### config.mk
export PLATFORM = sky130hd
export DESIGN_NAME = seg_scan_ctrl
export DESIGN_NICKNAME = d
export VERILOG_FILES = /design/src/rtl/seg_pkg.sv /design/src/rtl/seg_decoder.sv /design/src/rtl/seg_scan_ctrl.sv
export SDC_FILE = /design/constraint.sdc
export NUM_CORES = 1
export LEC_CHECK = 0
export ABC_AREA = 1
export CAP_MARGIN = 5
export CELL_PAD_IN_SITES_DETAIL_PLACEMENT = 1
export CELL_PAD_IN_SITES_GLOBAL_PLACEMENT = 2
export CORE_AREA = 2 2 69 137
export DETAILED_ROUTE_END_ITERATION = 10
export DIE_AREA = 0 0 71 139
export PLACE_DENSITY = 0.78
export SLEW_MARGIN = 10
export SYNTH_ARGS = -nofsm -noshare
export SYNTH_HDL_FRONTEND = slang
export SYNTH_HIERARCHICAL = 1
export SYNTH_SLANG_ARGS = --single-unit
### constraint.sdc
create_clock -name clk -period 6.5 [get_ports clk]
set_clock_uncertainty 0.05 [all_clocks]
set_input_delay 0.975 -clock clk [delete_from_list [all_inputs] [get_ports clk]]
set_output_delay 0.975 -clock clk [all_outputs]
set_load 0.02 [all_outputs]
### src/rtl/seg_pkg.sv
// Shared definitions for the seven-segment display blocks: segment
// bit positions, digit patterns and the scan controller state encoding.
package seg_pkg;

    // Bit positions inside the 8-bit segment bus {dp,g,f,e,d,c,b,a}
    localparam int SEG_BIT_A  = 0;
    localparam int SEG_BIT_B  = 1;
    localparam int SEG_BIT_C  = 2;
    localparam int SEG_BIT_D  = 3;
    localparam int SEG_BIT_E  = 4;
    localparam int SEG_BIT_F  = 5;
    localparam int SEG_BIT_G  = 6;
    localparam int SEG_BIT_DP = 7;

    // Active-high segment patterns, bit order {g,f,e,d,c,b,a}
    localparam logic [6:0] SEG_0    = 7'h3F;
    localparam logic [6:0] SEG_1    = 7'h06;
    localparam logic [6:0] SEG_2    = 7'h5B;
    localparam logic [6:0] SEG_3    = 7'h4F;
    localparam logic [6:0] SEG_4    = 7'h66;
    localparam logic [6:0] SEG_5    = 7'h6D;
    localparam logic [6:0] SEG_6    = 7'h7D;
    localparam logic [6:0] SEG_7    = 7'h07;
    localparam logic [6:0] SEG_8    = 7'h7F;
    localparam logic [6:0] SEG_9    = 7'h6F;
    localparam logic [6:0] SEG_DASH = 7'h40;
    localparam logic [6:0] SEG_OFF  = 7'h00;

    // Scan controller states
    typedef enum logic [1:0] {
        ST_IDLE  = 2'd0,
        ST_BLANK = 2'd1,
        ST_SHOW  = 2'd2
    } scan_state_e;

endpackage

### src/rtl/seg_decoder.sv
// Combinational BCD to seven-segment decoder. Nibbles outside 0..9 are
// shown as a centre dash so corrupted data is visible rather than hidden.
module seg_decoder
    import seg_pkg::*;
(
    input  logic [3:0] bcd,
    output logic [6:0] pattern
);

    // Map one BCD nibble onto its segment pattern
    always_comb begin
        pattern = SEG_OFF;
        case (bcd)
            4'd0:    pattern = SEG_0;
            4'd1:    pattern = SEG_1;
            4'd2:    pattern = SEG_2;
            4'd3:    pattern = SEG_3;
            4'd4:    pattern = SEG_4;
            4'd5:    pattern = SEG_5;
            4'd6:    pattern = SEG_6;
            4'd7:    pattern = SEG_7;
            4'd8:    pattern = SEG_8;
            4'd9:    pattern = SEG_9;
            default: pattern = SEG_DASH;
        endcase
    end

endmodule

### src/rtl/seg_scan_ctrl.sv
// Multiplexed seven-segment scan controller. Drives one segment bus
// across DIGITS common-select lines with a blanking gap before every
// digit. New frames arrive over valid/ready into a pending buffer and are
// only moved to the displayed (shadow) frame at a frame boundary, so a
// frame is never shown half old and half new.
module seg_scan_ctrl
    import seg_pkg::*;
#(
    parameter int DIGITS     = 2,
    parameter int DIV_CNT    = 50000,
    parameter int BLANK_CYC  = 500,
    parameter int LEAD_BLANK = 1
) (
    input  logic                  clk,
    input  logic                  res,
    input  logic                  en,
    input  logic                  upd_valid,
    output logic                  upd_ready,
    input  logic [4*DIGITS-1:0]   upd_bcd,
    input  logic [DIGITS-1:0]     upd_dp,
    output logic [DIGITS-1:0]     digit_sel,
    output logic [7:0]            seg,
    output logic                  frame_start
);

    localparam int T_MAX = (DIV_CNT > BLANK_CYC) ? DIV_CNT : BLANK_CYC;
    localparam int TW    = $clog2(T_MAX + 1);
    localparam int IW    = (DIGITS > 1) ? $clog2(DIGITS) : 1;

    localparam logic [TW-1:0] BLANK_LAST = TW'(BLANK_CYC - 1);
    localparam logic [TW-1:0] SHOW_LAST  = TW'(DIV_CNT - 1);
    localparam logic [IW-1:0] IDX_LAST   = IW'(DIGITS - 1);

    scan_state_e            state_q, state_d;
    logic [IW-1:0]          idx_q, idx_d;
    logic [TW-1:0]          timer_q, timer_d;
    logic [4*DIGITS-1:0]    shadow_bcd_q, shadow_bcd_d;
    logic [DIGITS-1:0]      shadow_dp_q, shadow_dp_d;
    logic [4*DIGITS-1:0]    pend_bcd_q, pend_bcd_d;
    logic [DIGITS-1:0]      pend_dp_q, pend_dp_d;
    logic                   pend_v_q, pend_v_d;
    logic                   upd_ready_q, upd_ready_d;
    logic [DIGITS-1:0]      digit_sel_q, digit_sel_d;
    logic [7:0]             seg_q, seg_d;
    logic                   frame_start_q, frame_start_d;

    logic                   xfer_s;
    logic                   boundary_s;
    logic [DIGITS-1:0]      lead_zero_s;
    logic                   upper_zero_s;
    logic [3:0]             cur_nib_s;
    logic                   cur_dp_s;
    logic                   cur_blank_s;
    logic [6:0]             cur_pat_s;

    // Digit k is a leading zero when it and every more significant nibble are zero
    always_comb begin
        lead_zero_s  = '0;
        upper_zero_s = 1'b1;
        for (int k = DIGITS - 1; k >= 0; k--) begin
            upper_zero_s   = upper_zero_s & (shadow_bcd_q[4*k +: 4] == 4'd0);
            lead_zero_s[k] = upper_zero_s;
        end
    end

    // Select the shadow nibble, decimal point and blanking flag of the digit about to be lit
    always_comb begin
        cur_nib_s   = 4'd0;
        cur_dp_s    = 1'b0;
        cur_blank_s = 1'b0;
        for (int k = 0; k < DIGITS; k++) begin
            if (idx_d == IW'(k)) begin
                cur_nib_s   = shadow_bcd_q[4*k +: 4];
                cur_dp_s    = shadow_dp_q[k];
                cur_blank_s = (LEAD_BLANK != 0) && (k != 0) && lead_zero_s[k];
            end else begin
                cur_nib_s   = cur_nib_s;
            end
        end
    end

    seg_decoder u_decoder (
        .bcd     (cur_nib_s),
        .pattern (cur_pat_s)
    );

    // Scan FSM, phase timer, digit index and frame buffer handshake
    always_comb begin
        state_d       = state_q;
        idx_d         = idx_q;
        timer_d       = timer_q;
        shadow_bcd_d  = shadow_bcd_q;
        shadow_dp_d   = shadow_dp_q;
        pend_bcd_d    = pend_bcd_q;
        pend_dp_d     = pend_dp_q;
        pend_v_d      = pend_v_q;
        frame_start_d = 1'b0;
        boundary_s    = 1'b0;
        xfer_s        = upd_valid && upd_ready_q;

        case (state_q)
            ST_IDLE: begin
                idx_d   = {IW{1'b0}};
                timer_d = {TW{1'b0}};
                if (en) begin
                    state_d    = ST_BLANK;
                    boundary_s = 1'b1;
                end else begin
                    state_d    = ST_IDLE;
                end
            end
            ST_BLANK: begin
                if (!en) begin
                    state_d = ST_IDLE;
                    idx_d   = {IW{1'b0}};
                    timer_d = {TW{1'b0}};
                end else if (timer_q == BLANK_LAST) begin
                    state_d = ST_SHOW;
                    timer_d = {TW{1'b0}};
                end else begin
                    timer_d = timer_q + {{(TW-1){1'b0}}, 1'b1};
                end
            end
            ST_SHOW: begin
                if (!en) begin
                    state_d = ST_IDLE;
                    idx_d   = {IW{1'b0}};
                    timer_d = {TW{1'b0}};
                end else if (timer_q == SHOW_LAST) begin
                    state_d = ST_BLANK;
                    timer_d = {TW{1'b0}};
                    if (idx_q == IDX_LAST) begin
                        idx_d      = {IW{1'b0}};
                        boundary_s = 1'b1;
                    end else begin
                        idx_d      = idx_q + {{(IW-1){1'b0}}, 1'b1};
                    end
                end else begin
                    timer_d = timer_q + {{(TW-1){1'b0}}, 1'b1};
                end
            end
            default: begin
                state_d = ST_IDLE;
                idx_d   = {IW{1'b0}};
                timer_d = {TW{1'b0}};
            end
        endcase

        // Promote the pending frame: at a frame boundary (pulsed) or while idle (silent)
        if (boundary_s && pend_v_q) begin
            shadow_bcd_d  = pend_bcd_q;
            shadow_dp_d   = pend_dp_q;
            pend_v_d      = 1'b0;
            frame_start_d = 1'b1;
        end else if ((state_q == ST_IDLE) && (state_d == ST_IDLE) && pend_v_q) begin
            shadow_bcd_d  = pend_bcd_q;
            shadow_dp_d   = pend_dp_q;
            pend_v_d      = 1'b0;
        end else begin
            frame_start_d = 1'b0;
        end

        // A new transfer lands after any promotion, so a promotion always uses the old frame
        if (xfer_s) begin
            pend_bcd_d = upd_bcd;
            pend_dp_d  = upd_dp;
            pend_v_d   = 1'b1;
        end else begin
            pend_v_d   = pend_v_d;
        end

        // Ready drops right after a transfer and returns one cycle after the buffer empties
        upd_ready_d = !(pend_v_q || xfer_s);
    end

    // Registered digit select and segment bus, both derived from the next state
    always_comb begin
        digit_sel_d = '0;
        seg_d       = 8'h00;
        if (state_d == ST_SHOW) begin
            for (int k = 0; k < DIGITS; k++) begin
                digit_sel_d[k] = (idx_d == IW'(k));
            end
            seg_d[SEG_BIT_DP]  = cur_dp_s;
            seg_d[6:0]         = cur_blank_s ? SEG_OFF : cur_pat_s;
        end else begin
            digit_sel_d = '0;
            seg_d       = 8'h00;
        end
    end

    // State and output registers with synchronous reset
    always_ff @(posedge clk) begin
        if (res) begin
            state_q       <= ST_IDLE;
            idx_q         <= {IW{1'b0}};
            timer_q       <= {TW{1'b0}};
            shadow_bcd_q  <= '0;
            shadow_dp_q   <= '0;
            pend_bcd_q    <= '0;
            pend_dp_q     <= '0;
            pend_v_q      <= 1'b0;
            upd_ready_q   <= 1'b1;
            digit_sel_q   <= '0;
            seg_q         <= 8'h00;
            frame_start_q <= 1'b0;
        end else begin
            state_q       <= state_d;
            idx_q         <= idx_d;
            timer_q       <= timer_d;
            shadow_bcd_q  <= shadow_bcd_d;
            shadow_dp_q   <= shadow_dp_d;
            pend_bcd_q    <= pend_bcd_d;
            pend_dp_q     <= pend_dp_d;
            pend_v_q      <= pend_v_d;
            upd_ready_q   <= upd_ready_d;
            digit_sel_q   <= digit_sel_d;
            seg_q         <= seg_d;
            frame_start_q <= frame_start_d;
        end
    end

    assign upd_ready   = upd_ready_q;
    assign digit_sel   = digit_sel_q;
    assign seg         = seg_q;
    assign frame_start = frame_start_q;

endmodule

==> flow_summary.yaml <==
timing:
  tns_ps: 0
  maxSlewViolCount: 0
  whs_ps: 401
  worstMarginPinSlew_ps: 948
  setup_violations: 0
  max_freq_mhz: 317
  finalHoldViolations: 0
  fin_crit_ps: 3160
  grt_setup_unrepaired: "false"
  max_slew_margin_pct: 36.6
  finalCritPeriodShare_pct: 48.6
setup_path:
  cp.arrival_ps: 3330
  r2r_cells: 16
  reg2reg_from: "timer_q[0]$_SDFF_PP0_"
  cpPeakStageDelay_ps: 580
  critPathRequiredTime_ps: 6670
  crit_top_cell: "nand2_1"
  crit_path_start_kind: "input port"
  path_class: "in -> reg"
  cp_cell_sequence: "clkdlybuf4s50_1, nand2_1, inv_1, nand2_1, o21ai_0, inv_1, ha_1, nand2_1, nand2_1, nand2_1, nand2_1, inv_1, nor2_1"
  rrSetupSlack_ps: 3380
  end_kind: "flip-flop"
  crit_fanout: 11
  slowest_stage: "clkdlybuf4s50_1"
  cp.buffers_inverters: 4
  path_delay_family: "buffers and inverters"
  r2r_end: "seg[3]$_SDFF_PP0_"
floorplanning:
  dieArea_mm2: 0.00987
  core_mm2: 0.00889
  rows: 49
  die_x_um: 71
  initial_core_util_pct: 29.2
  io_pins: 26
  die_y_um: 139
layout:
  antenna_cells: 0
  syn2layout_area_growth_pct: 17.6
  nNetsFinal: 404
  fill_cells: 1109
  drive_gt1_share_pct: 9.76
  mostFrequentLayoutCells: "nor2_1 (72), nand2_1 (72), dfxtp_1 (52)"
  final_util_pct: 34.3
power:
  power.density_mw_per_mm2: 230
  peakVddDrop_v: 0.000133
  power.leakage_uw: 0.00134
clock_network:
  clkLatencyLatePin_ps: 290
  cts_buffers: 5
  path_clk_slew_ps: 70
  hold_buffers: 0
  cts.sinks: 52
  ctsResizeCount: 0
  htreeDepth: 2
  cts_tree: "done"
  clockBufferDepth: 2
  post_cts_buffers: 0
  cts_root_buffer: "clkbuf_16"
logic_synthesis:
  yosysWarnings: 6
  synthArstFlopShare_pct: 0
  ys_types: 34
  synth_seq_cells: 52
  synth_edf_count: 0
  synthCells: 356
  ys_seq_area_share_pct: 40.2
  synth_area_mm2: 0.00259
  syn-num-nets: 382
  synth.avg_cell_area_um2: 7.28
  ys.flop_type: "dfxtp_1"
route:
  avgViaCountPerCell: 4.58
  drt_iter0_drc: 32
  wl_per_cell_um: 12.3
  routed_wl_um: 5910
  num_vias: 2201
  antenna_left: 0
  route.detailed.drc: 0
  firstDrtPassIters: 4
worst_hold_path:
  hold_end: "timer_q[0]$_SDFF_PP0_"
  hold_depth: 1
  hp-class: "reg -> reg"
  worstHoldStart: "timer_q[0]$_SDFF_PP0_"
grt:
  use_met1_pct: 13.2
  grtUsageMet2_pct: 25.7
  grt_antenna_before_repair: 0
  gr-max-usage-layer: "met2"
  track_usage_pct: 13.0
  use_met3_pct: 2.18
  grt-ovfl-total: 0
  grt_max_degree: 23
  grt_pass1_vias: 2197
  grt_pass1_wl_um: 10400
placement:
  place_hpwl_um: 4740
  io_buffers: 25
  routabilityCongestion: 0.779
run_status:
  status: "completed"
flow_run:
  cap_violations: 0
==> cell usage after synthesis (2+ instances only) <==
master | count | area [um2]
a31oi_1 | 2 | 12.5
xor2_1 | 4 | 35.0
nand2_2 | 4 | 25.0
a21oi_2 | 3 | 26.3
nand4_1 | 6 | 37.5
dfxtp_1 | 52 | 1040
nor2_2 | 3 | 18.8
nand2_1 | 72 | 270
nor2_1 | 72 | 270
nor3_1 | 5 | 25.0
o21ai_0 | 14 | 70.1
buf_4 | 2 | 15.0
nand3_1 | 9 | 45.0
clkbuf_1 | 4 | 15.0
buf_6 | 3 | 33.8
inv_2 | 3 | 11.3
nand3_2 | 12 | 120
inv_1 | 42 | 158
nor3b_1 | 2 | 15.0
ha_1 | 12 | 150
a21oi_1 | 16 | 80.1
xnor2_1 | 2 | 17.5
==> worst max path at each step <==
stage	startpoint	end	slack (ps)	cells after the start
floorplan	timer_q[0]$_SDFF_PP0_	seg[3]$_SDFF_PP0_	3690	17
global placement	en	seg[3]$_SDFF_PP0_	3140	13
detailed placement	en	seg[3]$_SDFF_PP0_	2990	13
CTS	en	seg[3]$_SDFF_PP0_	3290	13
global route	timer_q[0]$_SDFF_PP0_	seg[3]$_SDFF_PP0_	2970	16
finish	en	seg[3]$_SDFF_PP0_	3340	13
==> metal layers <==
metal | wire length [um] | up-vias
met5 | 0 | -
met4 | 97 | 0
met3 | 125 | 5
li1 | - | 1155
met2 | 3470 | 27
met1 | 2220 | 1014
==> per-stage QoR <==
step           power, uW  setup slack (ps)  instance area [um2]  std cells
2_1_floorplan        416              3690                 2590        356
3_3_place_gp         437              3140                 2900        473
3_5_place_dp         439              2990                 2900        473
4_1_cts              715              3290                 3050        481
5_1_grt              740              2970                 3050        481
6_report             700              3340                 3050        481
==> cell families (layout without fill, tap and decap cells) <==
logic type / Yosys count / in the layout / share of synthesized area [%]
buffers and inverters: 56 / 79 / 9.36
multiplexers: 1 / 1 / 0.434
adder cells (fa/ha/maj): 12 / 12 / 5.79
flip-flops: 52 / 52 / 40.2
XOR/XNOR: 6 / 6 / 2.03
AND/OR/NAND/NOR: 190 / 190 / 33.9
AO/OA/AOI/OAI: 39 / 39 / 8.35
==> sequential cells by signal, summed over array words and instances, names as in the netlist <==
name and flops:
timer_q 16, pend_bcd_q 8, seg 8, shadow_bcd_q 8
digit_sel 2, pend_dp_q 2, shadow_dp_q 2, state_q 2
frame_start 1, idx_q 1, pend_v_q 1, upd_ready 1
==> final cells by class <==
class                           instances  area, um2  area share [%]
Timing Repair Buffer                   25        250            8.21
Multi-Input combinational cell        248       1310            42.9
Tap cell                              102        128            4.19
Inverter                               46        174            5.71
Clock buffer                            8        146            4.80
Sequential cell                        52       1040            34.2
==> where the power goes <==
group          switching [uW]  internal [uW]  leakage, uW  total, uW
combinational            54.1           36.1     0.000849       90.1
sequential               6.38            333     0.000424        339
clock                     117            154    0.0000712        271
total                     177            523      0.00134        700
Power figures use the tool's default switching activity.
